## config.mk

```make
export PLATFORM = sky130hd
export DESIGN_NAME = watch_time_ctrl_flat
export DESIGN_NICKNAME = d
export VERILOG_FILES = /design/src/rtl/watch_pkg.sv /design/src/rtl/watch_time_ctrl_if.sv /design/src/rtl/watch_btn_sync.sv /design/src/rtl/watch_time_ctrl.sv /design/src/flat_wrapper.sv
export SDC_FILE = /design/constraint.sdc
export NUM_CORES = 1
export LEC_CHECK = 0
export ABC_CLOCK_PERIOD_IN_PS = 1800
export CORE_ASPECT_RATIO = 0.9
export CORE_MARGIN = 8
export CORE_UTILIZATION = 35
export CTS_BUF_LIST = sky130_fd_sc_hd__clkbuf_16
export DETAILED_ROUTE_END_ITERATION = 16
export MAX_ROUTING_LAYER = met4
export SLEW_MARGIN = 15
export SYNTH_ARGS = -nofsm -noshare
export SYNTH_HDL_FRONTEND = slang
export SYNTH_SLANG_ARGS = --single-unit
```

## constraint.sdc

```tcl
create_clock -name clk -period 1.8 [get_ports clk]
set_clock_uncertainty 0.15 [all_clocks]
set_input_delay 0.54 -clock clk [delete_from_list [all_inputs] [get_ports clk]]
set_output_delay 0.54 -clock clk [all_outputs]
set_load 0.01 [all_outputs]
```

## src/rtl/watch_pkg.sv

```systemverilog
// Shared constants, state encoding and the fine/coarse step helper for the watch
// time controller.
package watch_pkg;

    localparam int FINE_W   = 3;
    localparam int COARSE_W = 4;
    localparam int HOUR_W   = 5;
    localparam int STATE_W  = 2;

    localparam logic [STATE_W-1:0] RUN      = 2'd0;
    localparam logic [STATE_W-1:0] SET_MIN  = 2'd1;
    localparam logic [STATE_W-1:0] SET_HOUR = 2'd2;

    localparam logic [FINE_W-1:0]   FINE_MAX    = 3'd4;
    localparam logic [COARSE_W-1:0] COARSE_MAX  = 4'd11;
    localparam logic [HOUR_W-1:0]   HOUR_MAX_12 = 5'd11;
    localparam logic [HOUR_W-1:0]   HOUR_MAX_24 = 5'd23;

    typedef enum logic [STATE_W-1:0] {
        ST_RUN      = RUN,
        ST_SET_MIN  = SET_MIN,
        ST_SET_HOUR = SET_HOUR
    } state_t;

    typedef struct packed {
        logic                carry;
        logic [COARSE_W-1:0] coarse;
        logic [FINE_W-1:0]   fine;
    } pair_t;

    // One-unit advance of a fine/coarse pair; carry flags the 59 -> 0 rollover.
    function automatic pair_t pair_inc(input logic [FINE_W-1:0]   fine,
                                       input logic [COARSE_W-1:0] coarse);
        pair_t r;
        r.carry  = 1'b0;
        r.fine   = fine + 1'b1;
        r.coarse = coarse;
        if (fine == FINE_MAX) begin
            r.fine = '0;
            if (coarse == COARSE_MAX) begin
                r.coarse = '0;
                r.carry  = 1'b1;
            end else begin
                r.coarse = coarse + 1'b1;
            end
        end
        return r;
    endfunction

endpackage

```

## src/rtl/watch_time_ctrl_if.sv

```systemverilog
// Time/status bundle produced by the watch controller and read by the display side.
interface watch_time_ctrl_if;
    import watch_pkg::*;

    logic                tick;
    logic [FINE_W-1:0]   sec_fine;
    logic [COARSE_W-1:0] sec_coarse;
    logic [FINE_W-1:0]   min_fine;
    logic [COARSE_W-1:0] min_coarse;
    logic [HOUR_W-1:0]   hour;
    logic                min_wrap;
    logic                hour_wrap;
    logic [STATE_W-1:0]  state;

    modport master (output tick, sec_fine, sec_coarse, min_fine, min_coarse,
                           hour, min_wrap, hour_wrap, state);
    modport slave  (input  tick, sec_fine, sec_coarse, min_fine, min_coarse,
                           hour, min_wrap, hour_wrap, state);
endinterface

```

## src/rtl/watch_btn_sync.sv

```systemverilog
// Two-flop synchronizer plus rising-edge detector for one asynchronous button.
module watch_btn_sync (
    input  logic clk,
    input  logic reset,
    input  logic btn,
    output logic rise
);
    logic [1:0] sync_reg;
    logic       prev_reg;

    always_ff @(posedge clk or negedge reset) begin
        if (!reset) begin
            sync_reg <= '0;
            prev_reg <= 1'b0;
        end else begin
            sync_reg <= {sync_reg[0], btn};
            prev_reg <= sync_reg[1];
        end
    end

    assign rise = sync_reg[1] & ~prev_reg;
endmodule

```

## src/rtl/watch_time_ctrl.sv

```systemverilog
// Watch timekeeping controller: 1 s prescaler, fine/coarse time fields, set-mode FSM.
// Build option WATCH_TIME_CTRL_24H_EN selects a 0-23 hour range (default 0-11).
module watch_time_ctrl
    import watch_pkg::*;
#(
    parameter int PRESCALE = 32768
) (
    input  logic                 clk,
    input  logic                 reset,
    input  logic                 mode_btn,
    input  logic                 inc_btn,
    watch_time_ctrl_if.master    tm
);
    localparam int PS_W = $clog2(PRESCALE);
    localparam logic [PS_W-1:0] PS_LAST = PS_W'(PRESCALE - 1);

`ifdef WATCH_TIME_CTRL_24H_EN
    localparam int HOUR_REG_W = 5;
    localparam logic [HOUR_REG_W-1:0] HOUR_LAST = HOUR_REG_W'(HOUR_MAX_24);
`else
    // 12 h build keeps only four hour bits, so hour[4] reads as constant 0.
    localparam int HOUR_REG_W = 4;
    localparam logic [HOUR_REG_W-1:0] HOUR_LAST = HOUR_REG_W'(HOUR_MAX_12);
`endif

    logic [1:0] btn_raw;
    logic [1:0] btn_rise;
    logic       mode_rise;
    logic       inc_rise;

    assign btn_raw = {inc_btn, mode_btn};

    for (genvar gi = 0; gi < 2; gi++) begin : g_btn
        watch_btn_sync u_sync (
            .clk   (clk),
            .reset (reset),
            .btn   (btn_raw[gi]),
            .rise  (btn_rise[gi])
        );
    end

    assign mode_rise = btn_rise[0];
    assign inc_rise  = btn_rise[1];

    state_t                state_reg;
    logic [PS_W-1:0]       prescale_reg;
    logic [FINE_W-1:0]     sec_fine_reg;
    logic [COARSE_W-1:0]   sec_coarse_reg;
    logic [FINE_W-1:0]     min_fine_reg;
    logic [COARSE_W-1:0]   min_coarse_reg;
    logic [HOUR_REG_W-1:0] hour_reg;
    logic                  tick_reg;
    logic                  min_wrap_reg;
    logic                  hour_wrap_reg;

    pair_t                 sec_next;
    pair_t                 min_next;
    logic [HOUR_REG_W-1:0] hour_next;
    logic                  ps_wrap;

    always_comb begin
        sec_next  = pair_inc(sec_fine_reg, sec_coarse_reg);
        min_next  = pair_inc(min_fine_reg, min_coarse_reg);
        hour_next = (hour_reg == HOUR_LAST) ? '0 : hour_reg + 1'b1;
        ps_wrap   = (prescale_reg == PS_LAST);
    end

    always_ff @(posedge clk or negedge reset) begin
        if (!reset) begin
            state_reg      <= ST_RUN;
            prescale_reg   <= '0;
            sec_fine_reg   <= '0;
            sec_coarse_reg <= '0;
            min_fine_reg   <= '0;
            min_coarse_reg <= '0;
            hour_reg       <= '0;
            tick_reg       <= 1'b0;
            min_wrap_reg   <= 1'b0;
            hour_wrap_reg  <= 1'b0;
        end else begin
            tick_reg      <= 1'b0;
            min_wrap_reg  <= 1'b0;
            hour_wrap_reg <= 1'b0;
            case (state_reg)
                ST_RUN: begin
                    if (mode_rise) begin
                        state_reg      <= ST_SET_MIN;
                        prescale_reg   <= '0;
                        sec_fine_reg   <= '0;
                        sec_coarse_reg <= '0;
                    end else if (ps_wrap) begin
                        // Whole seconds->minutes->hours carry chain resolves on this one edge.
                        prescale_reg   <= '0;
                        tick_reg       <= 1'b1;
                        sec_fine_reg   <= sec_next.fine;
                        sec_coarse_reg <= sec_next.coarse;
                        if (sec_next.carry) begin
                            min_wrap_reg   <= 1'b1;
                            min_fine_reg   <= min_next.fine;
                            min_coarse_reg <= min_next.coarse;
                            if (min_next.carry) begin
                                hour_wrap_reg <= 1'b1;
                                hour_reg      <= hour_next;
                            end
                        end
                    end else begin
                        prescale_reg <= prescale_reg + 1'b1;
                    end
                end
                ST_SET_MIN: begin
                    prescale_reg <= '0;
                    if (mode_rise) begin
                        state_reg <= ST_SET_HOUR;
                    end else if (inc_rise) begin
                        min_fine_reg   <= min_next.fine;
                        min_coarse_reg <= min_next.coarse;
                    end
                end
                ST_SET_HOUR: begin
                    prescale_reg <= '0;
                    if (mode_rise) begin
                        state_reg <= ST_RUN;
                    end else if (inc_rise) begin
                        hour_reg <= hour_next;
                    end
                end
                default: begin
                    state_reg    <= ST_RUN;
                    prescale_reg <= '0;
                end
            endcase
        end
    end

    assign tm.tick       = tick_reg;
    assign tm.sec_fine   = sec_fine_reg;
    assign tm.sec_coarse = sec_coarse_reg;
    assign tm.min_fine   = min_fine_reg;
    assign tm.min_coarse = min_coarse_reg;
    assign tm.hour       = HOUR_W'(hour_reg);
    assign tm.min_wrap   = min_wrap_reg;
    assign tm.hour_wrap  = hour_wrap_reg;
    assign tm.state      = state_reg;
endmodule

```

## src/flat_wrapper.sv

```systemverilog
// flat-port wrapper written by rule: the top's interface ports become plain ports
module watch_time_ctrl_flat import watch_pkg::*;
#(
    parameter int PRESCALE = 32768
)
  (clk, reset, mode_btn, inc_btn, tm_tick, tm_sec_fine, tm_sec_coarse, tm_min_fine, tm_min_coarse, tm_hour, tm_min_wrap, tm_hour_wrap, tm_state);
  watch_time_ctrl_if tm_i ();
  input  logic clk;
  input  logic reset;
  input  logic mode_btn;
  input  logic inc_btn;
  output wire logic [$bits(tm_i.tick)-1:0] tm_tick;
  output wire logic [$bits(tm_i.sec_fine)-1:0] tm_sec_fine;
  output wire logic [$bits(tm_i.sec_coarse)-1:0] tm_sec_coarse;
  output wire logic [$bits(tm_i.min_fine)-1:0] tm_min_fine;
  output wire logic [$bits(tm_i.min_coarse)-1:0] tm_min_coarse;
  output wire logic [$bits(tm_i.hour)-1:0] tm_hour;
  output wire logic [$bits(tm_i.min_wrap)-1:0] tm_min_wrap;
  output wire logic [$bits(tm_i.hour_wrap)-1:0] tm_hour_wrap;
  output wire logic [$bits(tm_i.state)-1:0] tm_state;
  assign tm_tick = tm_i.tick;
  assign tm_sec_fine = tm_i.sec_fine;
  assign tm_sec_coarse = tm_i.sec_coarse;
  assign tm_min_fine = tm_i.min_fine;
  assign tm_min_coarse = tm_i.min_coarse;
  assign tm_hour = tm_i.hour;
  assign tm_min_wrap = tm_i.min_wrap;
  assign tm_hour_wrap = tm_i.hour_wrap;
  assign tm_state = tm_i.state;
  watch_time_ctrl #(.PRESCALE(PRESCALE)) u_core (.clk(clk), .reset(reset), .mode_btn(mode_btn), .inc_btn(inc_btn), .tm(tm_i));
endmodule
```

==> impl_metrics.tcl, run 1 <==
set metrics [dict create \
    yosysTopAreaCellShare 0.511 \
    worst_skew_pair.late_latency_ps 280 \
    status "finished with violations" \
    io_pins 28 \
    vdd_drop_max_uv 434 \
    yosysTopAreaCell "dfrtp_1" \
    grt_max_degree 32 \
    arrival_ps 1990 \
    period_needed_ps 1970 \
    end_kind "flop" \
    crit_chain "ha_2, and4_1, and4bb_4, a31oi_4, nand2b_4, mux2_4" \
    final_util 0.526 \
    required_ps 1810 \
    grt_pass1_wl_mm 8.40 \
    gr-total-overflow 0 \
    clock_sinks 44 \
    period_share 1.10 \
    synth_ff_type "dfrtp_1" \
    postCtsHoldBufs 0 \
    drc 0 \
    final_common_cell "buf_4" \
    tritoncts "yes" \
    post_drt_wl_per_cell_um 13.5 \
    clock_path_buffers 2 \
    cp-start-kind "flop" \
    path_delay_family "simple AND/OR/NAND/NOR gates" \
    drtPass1Iterations 5 \
    synthArstFlopShare 1.00 \
    path_buf_inv 0 \
    multi_input_comb_area_um2 1140 \
    drv_cap 0 \
    ys_ff_latch 44 \
    synth_area_um2 2150 \
    drv_slew 0 \
    die_x_um 98.7 \
    syn_inst 204 \
    hpwlAfterDp_mm 3.58 \
    yosysSeqAreaShare 0.511 \
    final_cell_mix "buf_4, dfrtp_1, nor2_1, dlygate4sd2_1, nand2_1" \
    track_usage 0.117 \
    leakagePower_uw 0.00153 \
    largest_reg_flops 15 \
    n_antenna_cell 0 \
    cts_root_buffer "clkbuf_16" \
    synth_area_leaders "dfrtp_1, ha_1, nor2_1" \
    final_nets 299 \
    max_freq_mhz 506 \
    final-setup-viol-count 13 \
    antenna_found_initial 0 \
    clkTransAtPathRegs_ps 60 \
    hold_viol 0 \
    fillCellCount 540 \
    synth_edf_count 0 \
    cpMaxStageDelayCell "dfrtp_1" \
    initial_utilization 0.356 \
    crit_type "reg -> reg" \
    synth_nets 216 \
    syn_to_final_growth_pct 47.6 \
    grt_pass1_vias 1773 \
    drtAntennaViolNets 0 \
    drive_above_1_share 0.355 \
    p_per_area_nw_per_um2 981 \
    crit_fanout 5 \
    synth_area_per_cell_um2 10.6 \
    core_area_um2 6050 \
    yosysUniqueCellTypes 46 \
    vias 1791 \
    regArea_um2 1100 \
    final_area_um2 3180 \
    dieHeight_um 90.4 \
    worst_slack_ps -175 \
    vias_per_cell 4.99 \
    totalWireLength_mm 4.85 \
    htreeDepth 2 \
    cts_inserted_buffers 5 \
    ys_warn_count 0 \
    slowest_delay_ps 390 \
    dp_slack_ps -109 \
    gp_congestion 0.767 \
    portBuffers 26 \
    dpl-instance-area_um2 2900 \
    rsz0062_at_grt "yes" \
    hp-class "in -> async" \
    violations "negative setup slack" \
    drt_first_iter_violations 86 \
    rows 27 \
    die_area_um2 8920 \
]
## layout make-up
class,count,area share
multi-input cells,146,0.360
flip-flops and latches,44,0.347
repair buffers,81,0.210
clock buffers,5,0.0394
well taps,72,0.0283
inverters,9,0.0114
clock inverters,2,0.00394
## kinds of logic after synthesis
logic type | count (synthesis) | synth area share
and+or+nand+nor | 85 | 0.216
DFF | 44 | 0.511
AOI/OAI and AO/OA | 32 | 0.107
buffers and inverters | 14 | 0.0273
xor gates and xnor gates | 12 | 0.0488
adders and majority gates | 8 | 0.0465
muxes | 8 | 0.0413
other | 1 | 0.00174
## layer usage
metal  global-route usage  wire [µm]  vias up  part of all wire
met5                    -          0        -                 0
met4               0.0383         34        0            0.0070
met3               0.0300        202        2             0.042
met2                0.164       2140       32              0.44
met1                0.158       2480      877              0.51
li1                     -          -      880                 -
## repair_timing
action | 4_1_cts | 5_1_grt
buffers inserted | 3 | 4
pin swaps | 5 | 5
endpoints found under the setup margin | 42 | 40
resized for setup | 33 | 33
## cell usage after synthesis, types with 3 or more instances
library cell  number
dfrtp_1           44
nor2_1            26
nand2_1           16
inv_1              9
nand3_1            9
o21ai_0            9
xor2_1             9
ha_1               8
a21oi_1            5
mux2_1             5
nand2b_1           5
nand4_1            4
o31ai_1            4
o41ai_1            4
a31oi_1            3
and4_1             3
nor3_1             3
xnor2_1            3
## power breakdown
group	switching [µW]	total (µW)	internal (µW)
Sequential	87.9	1190	1100
Combinational	542	1080	541
Clock	342	845	503
## stage by stage
step	setup TNS, ps	total power (µW)	hold WS (ps)	std cells
global route	-2910	3310	35.4	359
floorplan	-555	1680	94.4	204
detailed placement	-906	2220	186	346
global placement	-563	2200	184	346
finish	-1370	3120	14.7	359
CTS	-1160	3070	17.5	356
## worst paths after layout
check,from,to,slack (ps),cells past startpoint
min in group clk,u_core.g_btn[1].u_sync.sync_reg[0],u_core.g_btn[1].u_sync.sync_reg[1],200,0
worst min-delay path,reset,u_core.tm.tick,10,1
worst max register to register,u_core.prescale_reg[0],u_core.tm.min_fine[0],-170,6
worst max-delay path,u_core.prescale_reg[0],u_core.tm.min_fine[0],-170,6
max in group asynchronous,reset,u_core.tm.state[1],1000,2
worst min register to register,u_core.g_btn[1].u_sync.sync_reg[0],u_core.g_btn[1].u_sync.sync_reg[1],200,0
Power figures use the tool's default switching activity.
==> inputs of run 2 (changes only) <==
--- a/config.mk
+++ b/config.mk
@@ -11,7 +11,7 @@
 export CORE_UTILIZATION = 35
 export CTS_BUF_LIST = sky130_fd_sc_hd__clkbuf_16
 export DETAILED_ROUTE_END_ITERATION = 16
-export MAX_ROUTING_LAYER = met4
+export PLACE_DENSITY = 0.65
 export SLEW_MARGIN = 15
 export SYNTH_ARGS = -nofsm -noshare
 export SYNTH_HDL_FRONTEND = slang
==> run 2 against run 1 <==
The run still ends with negative setup slack left. Maximum frequency is 0.10% higher. Core utilization increased by 0.39 points. Sequential share of layout area fell by 0.18 points. Combinational power fell by 6%. Total power shrank 0.73%. Worst hold slack gained 63 ps. Flip-flop and latch count stayed put. Setup slack improved by 2.0 ps. Via count shrank 0.78%. Sequential power barely moved. Die area stayed put. Critical path type unchanged. Clock power grew 2%. Largest cell class unchanged.
==> impl_metrics.tcl, run 2 (same netlist as run 1, synthesis figures left out) <==
set metrics [dict create \
    status "finished with violations" \
    violations "negative setup slack" \
    final_area_um2 3200 \
    gp_congestion 0.805 \
    die_x_um 98.7 \
    track_usage 0.123 \
    dpl-instance-area_um2 2880 \
    worst_skew_pair.late_latency_ps 280 \
    clock_path_buffers 2 \
    initial_utilization 0.356 \
    io_pins 28 \
    antenna_found_initial 0 \
    vdd_drop_max_uv 393 \
    drtPass1Iterations 4 \
    dieHeight_um 90.4 \
    final_common_cell "buf_4" \
    drc 0 \
    multi_input_comb_area_um2 1190 \
    cp-start-kind "flop" \
    cts_root_buffer "clkbuf_16" \
    arrival_ps 1990 \
    leakagePower_uw 0.00151 \
    core_area_um2 6050 \
    max_freq_mhz 507 \
    hold_viol 0 \
    drv_slew 0 \
    grt_max_degree 45 \
    drive_above_1_share 0.351 \
    postCtsHoldBufs 0 \
    p_per_area_nw_per_um2 967 \
    final_util 0.529 \
    largest_reg_flops 15 \
    crit_type "reg -> reg" \
    tritoncts "yes" \
    drv_cap 0 \
    hp-class "in -> async" \
    grt_pass1_wl_mm 8.87 \
    gr-total-overflow 0 \
    final_nets 296 \
    fillCellCount 538 \
    post_drt_wl_per_cell_um 14.5 \
    clkTransAtPathRegs_ps 60 \
    drtAntennaViolNets 0 \
    n_antenna_cell 0 \
    period_needed_ps 1970 \
    syn_to_final_growth_pct 48.7 \
    cts_inserted_buffers 5 \
    final_cell_mix "buf_4, dfrtp_1, nor2_1, nand2_1, dlygate4sd2_1" \
    regArea_um2 1100 \
    drt_first_iter_violations 64 \
    hpwlAfterDp_mm 3.45 \
    totalWireLength_mm 5.18 \
    die_area_um2 8920 \
    vias_per_cell 4.98 \
    period_share 1.10 \
    htreeDepth 2 \
    crit_fanout 5 \
    worst_slack_ps -173 \
    end_kind "flop" \
    grt_pass1_vias 1875 \
    portBuffers 26 \
    rsz0062_at_grt "yes" \
    final-setup-viol-count 13 \
    rows 27 \
    required_ps 1820 \
    clock_sinks 44 \
    vias 1777 \
]
[run 2: metrics by stage]
stage	std cells	hold slack [ps]	total power, µW	TNS [ps]	worst slack, ps
after floorplan	204	94.4	1680	-555	-90.1
after global placement	342	182	2170	-566	-82.1
after detailed placement	342	198	2190	-855	-99.4
after CTS	352	84.6	3060	-1230	-166
after global routing	357	99.6	3300	-2870	-228
final	357	77.8	3100	-1420	-173
[run 2: power by group]
group	internal, µW	switching, µW
registers	1100	111
clock network	504	361
logic	481	534
[run 2: final timing paths]
check,cells past startpoint,from,endpoint,slack [ps]
worst max-delay path,6,u_core.prescale_reg[1],u_core.tm.min_fine[0],-170
worst min-delay path,2,reset,u_core.prescale_reg[10],80
worst max register to register,6,u_core.prescale_reg[1],u_core.tm.min_fine[0],-170
worst min register to register,0,u_core.g_btn[1].u_sync.sync_reg[0],u_core.g_btn[1].u_sync.sync_reg[1],210
max in group asynchronous,2,reset,u_core.tm.state[0],1200
min in group clk,0,u_core.g_btn[1].u_sync.sync_reg[0],u_core.g_btn[1].u_sync.sync_reg[1],210
[run 2: what timing repair did]
| item | in CTS | in global routing |
|---|---|---|
| endpoints found under the setup margin | 41 | 40 |
| gates cloned | 0 | 1 |
| buffers inserted | 2 | 5 |
| pin swaps | 1 | 5 |
| gates resized for setup | 44 | 28 |
[run 2: routing by layer]
metal / share of wire / track usage / up-vias
met5: 0 / 0 / -
met4: 0.022 / 0.0549 / 0
met3: 0.038 / 0.0354 / 10
met2: 0.47 / 0.196 / 40
met1: 0.47 / 0.150 / 845
li1: - / - / 882
[run 2: final cells by class]
class                   count  share of cell area
inverters                   9              0.0113
well taps                  72              0.0281
flip-flops and latches     44               0.345
clock buffers               5              0.0391
repair buffers             77               0.200
multi-input cells         147               0.372
clock inverters             3             0.00469
[run 2: critical path: stages (launching register included)]
cell and delay [ps]:
dfrtp_1 390, ha_2 200, and4_1 140, and4bb_4 230, a31oi_4 250, nand2b_4 210
mux2_4 290
==> inputs of run 3 (changes only) <==
--- a/config.mk
+++ b/config.mk
@@ -5,13 +5,14 @@
 export SDC_FILE = /design/constraint.sdc
 export NUM_CORES = 1
 export LEC_CHECK = 0
+export ABC_AREA = 1
 export ABC_CLOCK_PERIOD_IN_PS = 1800
 export CORE_ASPECT_RATIO = 0.9
 export CORE_MARGIN = 8
 export CORE_UTILIZATION = 35
 export CTS_BUF_LIST = sky130_fd_sc_hd__clkbuf_16
 export DETAILED_ROUTE_END_ITERATION = 16
-export PLACE_DENSITY = 0.65
+export PLACE_DENSITY = 0.57
 export SLEW_MARGIN = 15
 export SYNTH_ARGS = -nofsm -noshare
 export SYNTH_HDL_FRONTEND = slang
==> run 3 against run 2 <==
Non-clock buffer count is 34 lower. Total power is 12% higher. Register-to-register slack better by 310 ps. Die area is 6.3% higher. The run now ends clean. Critical path depth is 5 lower. Setup slack better by 270 ps.
==> impl_metrics.tcl, run 3 <==
set metrics [dict create \
    status "completed" \
    grt_pass1_wl_mm 8.02 \
    r2r_slack_ps 140 \
    synth_nets 291 \
    end_kind "output port" \
    final-setup-viol-count 0 \
    antenna_found_initial 0 \
    path_buf_inv 1 \
    leakagePower_uw 0.00156 \
    drv_cap 0 \
    totalWireLength_mm 4.63 \
    clock_sinks 44 \
    fillCellCount 675 \
    ys_warn_count 0 \
    tritoncts "yes" \
    synth_adder_area_share 0.0432 \
    vdd_drop_max_uv 556 \
    vias 1875 \
    synth_edf_count 0 \
    synth-compound-area-share 0.0470 \
    core_area_um2 6480 \
    synth_area_um2 2320 \
    drc 0 \
    drv_slew 0 \
    drtPass1Iterations 4 \
    synth_top_family_by_area "simple AND/OR/NAND/NOR gates" \
    power.total_uw 3470 \
    fin_cells 416 \
    path_delay_family "flip-flops" \
    clock_path_buffers 2 \
    period_needed_ps 1700 \
    clkTransAtPathRegs_ps 60 \
    crit_type "reg -> out" \
    hold_viol 0 \
    cts_inserted_buffers 5 \
    syn_inst 279 \
    grt_max_degree 45 \
    ys_ff_latch 44 \
    p_per_area_nw_per_um2 1190 \
    dieHeight_um 93.2 \
    arrival_ps 1010 \
    crit_path_end "tm_state[1]" \
    period_share 0.946 \
    n_antenna_cell 0 \
    final_common_cell "nand2_1" \
    postCtsHoldBufs 0 \
    yosysTopAreaCell "dfrtp_1" \
    synth_area_per_cell_um2 8.31 \
    io_pins 28 \
    die_x_um 102 \
    max_freq_mhz 588 \
    placed_cells 404 \
    final_nets 337 \
    rsz0062_at_grt "no" \
    setup_tns_ps 0 \
    r2r_start "u_core.prescale_reg[1]" \
    synth_area_leaders "dfrtp_1, nand2_1, nor2_1" \
    synth_common_cells "nand2_1, dfrtp_1, nor2_1" \
    drt_first_iter_violations 73 \
    final_cell_mix "nand2_1, dfrtp_1, nor2_1, inv_1, dlygate4sd2_1" \
    drive_above_1_share 0.166 \
    track_usage 0.104 \
    hpwlAfterDp_mm 3.40 \
    synth-simple-area-share 0.326 \
    htreeDepth 2 \
    dp_slack_ps 61.8 \
    final_util 0.450 \
    yosysTopAreaCellShare 0.475 \
    worst_slack_ps 97.9 \
    gr-total-overflow 0 \
    cp-startpoint "u_core.tm.state[1]" \
    slowest_delay_ps 430 \
    largest_reg_flops 15 \
    post-synth-top-count-cell "nand2_1" \
    rows 28 \
    gp_congestion 0.817 \
    vias_per_cell 4.51 \
    synthArstFlopShare 1.00 \
    synth_xor_area_frac 0.0302 \
    required_ps 1110 \
    yosysSeqAreaShare 0.475 \
    die_area_um2 9490 \
    portBuffers 26 \
    post_drt_wl_per_cell_um 11.1 \
    hp-class "in -> async" \
    reg2reg_to "u_core.prescale_reg[11]" \
    cp-start-kind "flop" \
    grt_pass1_vias 1812 \
    synth_ff_type "dfrtp_1" \
    initial_utilization 0.358 \
    crit_fanout 4 \
    synthMuxAreaShare 0 \
    drtAntennaViolNets 0 \
    syn_to_final_growth_pct 25.7 \
    crit_chain "dlygate4sd2_1" \
    ff2ff_path_depth 7 \
    yosysUniqueCellTypes 32 \
    cts_root_buffer "clkbuf_16" \
    cpMaxStageDelayCell "dfrtp_1" \
    cp.depth 1 \
    worst_skew_pair.late_latency_ps 280 \
]
[run 3: cell count changes after synthesis, sizes merged, moves of 5 or more]
cell	previous run	this run
nand2	17	84
nand4	4	12
nand2b	6	0
nor2	26	40
mux2	7	0
a31oi	5	0
nand3	9	14
inv	9	35
xor2	9	4
[run 3: logic make-up (layout without fill, tap and decap cells)]
| group | count (synthesis) | after routing |
|---|---|---|
| xor+xnor | 8 | 8 |
| fa+ha+maj | 8 | 8 |
| buf+inv | 39 | 86 |
| compound gates | 19 | 19 |
| flops | 44 | 44 |
| other cells | 1 | 1 |
| simple gates | 160 | 160 |
[run 3: how the worst min path moves through the flow]
stage,startpoint,end,slack (ps),cells after the start
after floorplan,reset,u_core.g_btn[0].u_sync.prev_reg,90,0
after global placement,u_core.g_btn[0].u_sync.sync_reg[0],u_core.g_btn[0].u_sync.sync_reg[1],190,0
after detailed placement,u_core.g_btn[1].u_sync.sync_reg[0],u_core.g_btn[1].u_sync.sync_reg[1],190,0
after CTS,reset,u_core.prescale_reg[8],90,2
after global routing,reset,u_core.prescale_reg[10],100,2
final,reset,u_core.prescale_reg[8],80,2
[run 3: report_power, final]
part,internal (µW),total [µW],switching [µW]
Clock,499,844,345
Combinational,539,1320,784
Sequential,1150,1310,156
Total,2190,3470,1280
[run 3: what timing repair did]
item                                    4_1_cts  5_1_grt
pin swaps                                     0        1
buffers inserted                              2        2
hold endpoints to repair                      0        0
resized for setup                            23       11
endpoints found under the setup margin       23       16
[run 3: per-stage QoR]
stage          hold slack, ps  cell area (µm²)
6_report                 78.4             2910
2_1_floorplan            94.4             2320
5_1_grt                  97.6             2910
3_3_place_gp              189             2750
3_5_place_dp              188             2750
4_1_cts                  92.5             2870
[run 3: cell type report]
cell class,instances,area [µm²],area share
inverter,35,131,0.0451
sequential,44,1100,0.378
multi-input combinational,196,1070,0.367
clock inverter,3,11.3,0.00386
timing repair buffer,43,363,0.125
tap,90,113,0.0386
clock buffer,5,125,0.0429
[run 3: metal layers]
layer	vias up	global-route usage	wire (µm)
met5	-	0	0
met4	0	0.0409	47
met3	2	0.0223	190
met2	30	0.169	2150
met1	867	0.132	2240
li1	976	-	-
==> RTL edit 1: new RTL, settings of run 1 <==
Build with the macro `WATCH_TIME_CTRL_24H_EN` defined.
--- a/src/rtl/watch_time_ctrl.sv
+++ b/src/rtl/watch_time_ctrl.sv
@@ -1,5 +1,7 @@
 // Watch timekeeping controller: 1 s prescaler, fine/coarse time fields, set-mode FSM.
 // Build option WATCH_TIME_CTRL_24H_EN selects a 0-23 hour range (default 0-11).
+`define WATCH_TIME_CTRL_24H_EN
+
 module watch_time_ctrl
     import watch_pkg::*;
 #(
Behaviour: same outputs for any inputs over 10 cycles, from zero or initial values and one cycle with reset low; that may be too few to reach the edited logic, so the function may still have changed.
==> RTL edit 1 against run 1 <==
  * The run still ends with negative setup slack left
  * Area after synthesis is 1.9% higher
  * Worst setup slack better by 60 ps
  * Power grew 12%
  * Fmax is 3.1% higher
  * Routed wire length is 15% higher
  * Final area rose by 11%
  * Die area grew 1.5%
  * Sequential cell count increased by 1
  * Largest cell class unchanged
==> RTL edit 1: results (changes against run 1) <==
metric;value;unit;change
root buffer cell;clkbuf_16;;
Syn Nets;224;;+3.7%
Post-DP HPWL;3590;um;+0.26%
vias per inst;4.93;;-1.1%
worst setup margin;-115;ps;+59.8 ps
XOR/XNOR share of the synthesized area;5.59;%;+0.71 points
1st-iter DRT viols;87;;+1.2%
CP arrival;1930;ps;-60 ps
setup violators final;14;;+1
post-synthesis adder-cell area fraction;4.56;%;-0.085 points
initial antenna violation count;0;;unchanged
Worst Hold Class;primary input to asynchronous set/reset pin;;
ANT cells;0;;unchanged
status;finished with violations;;
leakage power;0.00169;uW;+11%
maximum vdd drop;0.707;mV;+63%
sequential area share after synthesis;51.3;%;+0.21 points
max_slew headroom;76.2;%;
drt pass-1 iters;4;;-1
latest clock arrival within the worst-skew pair;280;ps;about the same
first-pass GRT wire length;9060;um;+7.8%
YS warnings;0;;unchanged
share of cells above drive strength 1;41.9;%;+6.3 points
Synth cell types;43;;-6.5%
Routed WL;5590;um;+15%
RD Place Congestion;0.784;;+2.2%
cts bufs inserted;5;;unchanged
Port Buffers;27;;+3.8%
top cells by area, synth;dfrtp_1 51%, nor2_1 5.0%, ha_1 4.6%;;
top cells by count, synth;45 x dfrtp_1, 29 x nor2_1, 17 x o21ai_0, 16 x nand2_1;;
multiplexer area fraction after synthesis;3.59;%;-0.53 points
clk slew on worst S/H paths;60;ps;about the same
nets@finish;324;;+8.4%
Layout fillers;500;;-7.4%
number of global-route vias before repair;1901;;+7.2%
Async SR Flop Fraction;100;%;unchanged
violated checks;negative setup slack;;
compound-cell area share of the yosys netlist;11.2;%;+0.49 points
clk buf depth;2;;unchanged
largest net degree at the start of global routing;46;;+44%
NetSw;1150;uW;+18%
Reg2Reg Depth;6;;unchanged
largest family of logic cells by synthesized area;simple AND/OR/NAND/NOR gates;;
max reg flops;15;;unchanged
GRT Util Overall;12.6;%;+0.89 points
pre-CTS setup slack;-154;ps;-45.0 ps
H-tree depth;2;;unchanged
worst-path maximum fanout;4;;-1
RTL edit 1: kinds of logic after synthesis:
logic type      Yosys count
xor+xnor                 14
mux                       7
compound gates           39
flops                    45
simple gates             84
fa+ha+maj                 8
buf+inv                  15
RTL edit 1: worst max-delay path, cell delays in order (launching register included):
cell and delay, ps:
dfrtp_1 360, ha_2 210, nand4_1 150, nor4_4 270, a21oi_4 130, nor3_2 230, mux2_4 310
RTL edit 1: power groups by stage:
stage	registers, uW	logic, uW	clock network (uW)
global placement	1240	988	0
floorplan	1270	416	0
CTS	1220	1090	891
detailed placement	1240	993	0
global route	1270	1530	933
finish	1250	1390	862
RTL edit 1: layout make-up:
cell class,instances,area [sq um],share of cell area (%)
clock buffer,5,125,3.55
clock inverter,3,12.5,0.355
inverter,9,33.8,0.960
multi-input combinational,153,1320,37.5
sequential,45,1130,32.1
tap,72,90.1,2.56
timing repair buffer,98,808,23.0
RTL edit 1: worst paths after layout:
kind,from,end,slack (ps)
hold reg to reg,u_core.g_btn[1].u_sync.sync_reg[0],u_core.g_btn[1].u_sync.sync_reg[1],200
setup reg to reg,u_core.prescale_reg[0],u_core.tm.hour[4],-110
hold / removal,reset,u_core.tm.min_fine[0],80
min in group clk,u_core.g_btn[1].u_sync.sync_reg[0],u_core.g_btn[1].u_sync.sync_reg[1],200
max in group asynchronous,reset,u_core.tm.state[1],1190
setup / recovery,u_core.prescale_reg[0],u_core.tm.hour[4],-110
RTL edit 1: through the flow:
| stage | std cells | total power, uW | setup TNS, ps | cell area [sq um] |
|---|---|---|---|---|
| finish | 385 | 3510 | -735 | 3520 |
| detailed placement | 362 | 2240 | -1260 | 2970 |
| global placement | 362 | 2230 | -532 | 2970 |
| global route | 385 | 3730 | -2240 | 3520 |
| floorplan | 212 | 1680 | -843 | 2200 |
| CTS | 378 | 3200 | -1070 | 3240 |
RTL edit 1: what timing repair did:
action / 4_1_cts / 5_1_grt
gates cloned: 0 / 1
setup endpoints to repair: 51 / 45
buffers inserted: 8 / 7
resized for setup: 51 / 60
hold buffers: 0 / 0
pin swaps: 8 / 18
RTL edit 1: layer usage:
| metal | vias to the layer above | GRT usage [%] | routed length (um) |
|---|---|---|---|
| met1 | 916 | 16.7 | 2750 |
| met2 | 35 | 18.4 | 2560 |
| met3 | 5 | 2.75 | 222 |
| li1 | 943 | - | - |
| met4 | 0 | 4.16 | 60 |
| met5 | - | - | 0 |
==> RTL edit 2: new RTL, config.mk and constraints of run 1 <==
Made on the original files. Make the reset (`reset`) synchronous in 2 clocked blocks. Comments in the files are not updated.
--- a/src/rtl/watch_btn_sync.sv
+++ b/src/rtl/watch_btn_sync.sv
@@ -8,7 +8,7 @@
     logic [1:0] sync_reg;
     logic       prev_reg;
 
-    always_ff @(posedge clk or negedge reset) begin
+    always_ff @(posedge clk) begin
         if (!reset) begin
             sync_reg <= '0;
             prev_reg <= 1'b0;
--- a/src/rtl/watch_time_ctrl.sv
+++ b/src/rtl/watch_time_ctrl.sv
@@ -65,7 +65,7 @@
         ps_wrap   = (prescale_reg == PS_LAST);
     end
 
-    always_ff @(posedge clk or negedge reset) begin
+    always_ff @(posedge clk) begin
         if (!reset) begin
             state_reg      <= ST_RUN;
             prescale_reg   <= '0;
Function: differs if reset is asserted again (counterexample within 4 cycles, from zero or initial values and one cycle with reset low); with reset held inactive, the same outputs for 10 cycles.
==> RTL edit 2 against run 1 <==
  * The run still ends with negative setup slack left
  * Final area grew 0.31%
  * Via count grew 4.6%
  * Count of clock-buffer cells in the layout unchanged
  * Routed wire length up 1.5%
  * Area after synthesis down 5.0%
  * Sequential share of layout area is 6.4 points lower
  * Sequential cell count stayed put
  * Worst setup slack improved by 110 ps
  * Critical path depth is 1 higher
  * Utilization is 3.8 points higher
  * Critical endpoint is now u_core.hour_reg[3]
Power is not compared: it rests on default switching activity, and its combinational part moved more than twofold at a synthesized area within 25%.
==> RTL edit 2: results (changes against run 1) <==
metric;value;unit;change
leakage power;0.00135;uW;
hold_ws;282;ps;+268 ps
Async SR Flop Fraction;0;%;-100 points
Port Buffers;26;;unchanged
worst min-delay path endpoint;u_core.g_btn[1].u_sync.sync_reg[1];;
top cells by area, synth;dfxtp_1 43%, nor2_1 5.1%, ha_1 4.9%;;
Worst Hold Class;flop to flop;;
RR Endpoint;u_core.hour_reg[3];;
share of cells above drive strength 1;34.6;%;-0.96 points
Syn Nets;242;;+12%
worst-path maximum fanout;7;;+2
setup violators final;4;;-9
clk slew on worst S/H paths;60;ps;about the same
first-pass GRT wire length;8050;um;-4.3%
drt pass-1 iters;4;;-1
number of global-route vias before repair;1739;;-1.9%
sequential area share after synthesis;43.1;%;-8.1 points
ANT cells;0;;unchanged
placed instance area;2840;sq um;-1.9%
Post-DP HPWL;3480;um;-2.8%
CP max-delay cell;or4_4;;
1st-iter DRT viols;42;;-51%
latest clock arrival within the worst-skew pair;280;ps;about the same
Crit path max-delay family;simple AND/OR/NAND/NOR gates;;
CP arrival;1930;ps;-60 ps
number of cells on the worst hold path;1;;
GRT Util Overall;12.2;%;+0.54 points
violated checks;negative setup slack;;
nets@finish;332;;+11%
clk buf depth;2;;unchanged
status;finished with violations;;
H-tree depth;2;;unchanged
Synth cell types;47;;+2.2%
largest net degree at the start of global routing;23;;-28%
RD Place Congestion;0.845;;+10%
routed len/inst;12.6;um;-6.8%
Reg2Reg Depth;7;;+1
vias per inst;4.79;;-3.9%
maximum vdd drop;0.532;mV;
top cells by count, synth;44 x dfxtp_1, 28 x nor2_1, 26 x nand2_1, 13 x nand3_1;;
worst setup margin;-61.6;ps;+113 ps
CP max stage delay;430;ps;+40 ps
cts bufs inserted;5;;unchanged
R2R Path Start;u_core.tm.sec_coarse[1];;
==> RTL edit 2: changes by cell type after synthesis, moves of 5 or more <==
cell / run 1 / this run
dfrtp_1: 44 / 0
dfxtp_1: 0 / 44
nand2_1: 16 / 26
and2_1: 1 / 6
mux2_1: 5 / 0
xnor2_1: 3 / 8
==> RTL edit 2: kinds of logic after synthesis <==
family	after synthesis	synth area share, %
and+or+nand+nor	107	27.9
DFF	44	43.1
AOI/OAI and AO/OA	39	13.3
xor gates and xnor gates	15	6.42
buffers and inverters	13	2.75
adders and majority gates	8	4.89
muxes	3	1.47
other	1	0.183
==> RTL edit 2: worst register-to-register path, stage by stage (launching register included) <==
cell      delay (ps)
dfxtp_4          360
ha_4             130
nand3b_1         150
nor3_4           250
buf_6            140
a21oi_4           70
or4_4            430
a21boi_2         120
==> RTL edit 2: through the flow <==
step	TNS (ps)	cells	setup WS [ps]
2_1_floorplan	-27.9	230	-13.9
3_3_place_gp	-4000	375	-194
3_5_place_dp	-4520	375	-214
4_1_cts	-486	384	-129
5_1_grt	-934	391	-157
6_report	-173	391	-61.6
==> RTL edit 2: metal layers <==
layer	GRT usage, %	up-vias	routed length [um]
met5	-	-	0
met4	4.53	0	72
met3	3.05	5	155
met2	19.1	24	2320
met1	14.8	864	2380
li1	-	981	-
==> RTL edit 2: cell type report <==
cell class	count	area, sq um
multi-input combinational	174	1310
inverter	7	26.3
tap	70	87.6
clock buffer	5	125
clock inverter	3	13.8
timing repair buffer	88	727
sequential	44	901
fill	537	2470
==> RTL edit 2: power by group through the flow <==
stage	combinational, uW	sequential (uW)	clock, uW
after floorplan	56.5	1020	0
after global placement	111	1020	0
after detailed placement	112	1020	0
after CTS	114	995	893
after global routing	136	997	937
final	123	996	867
==> RTL edit 2: timing repair <==
action,in CTS,in global routing
gates cloned,0,1
pin swaps,1,13
endpoints found under the setup margin,36,17
gates resized for setup,35,27
setup buffers,1,6
==> RTL edit 2: worst max-delay path by stage <==
stage	slack, ps	startpoint	end
floorplan	-10	u_core.prescale_reg[8]	u_core.hour_reg[0]
global placement	-190	reset	u_core.tm.sec_coarse[0]
detailed placement	-210	reset	u_core.prescale_reg[8]
CTS	-130	u_core.tm.sec_coarse[1]	u_core.hour_reg[3]
global route	-160	u_core.tm.sec_coarse[1]	u_core.hour_reg[3]
finish	-60	u_core.tm.sec_coarse[1]	u_core.hour_reg[3]
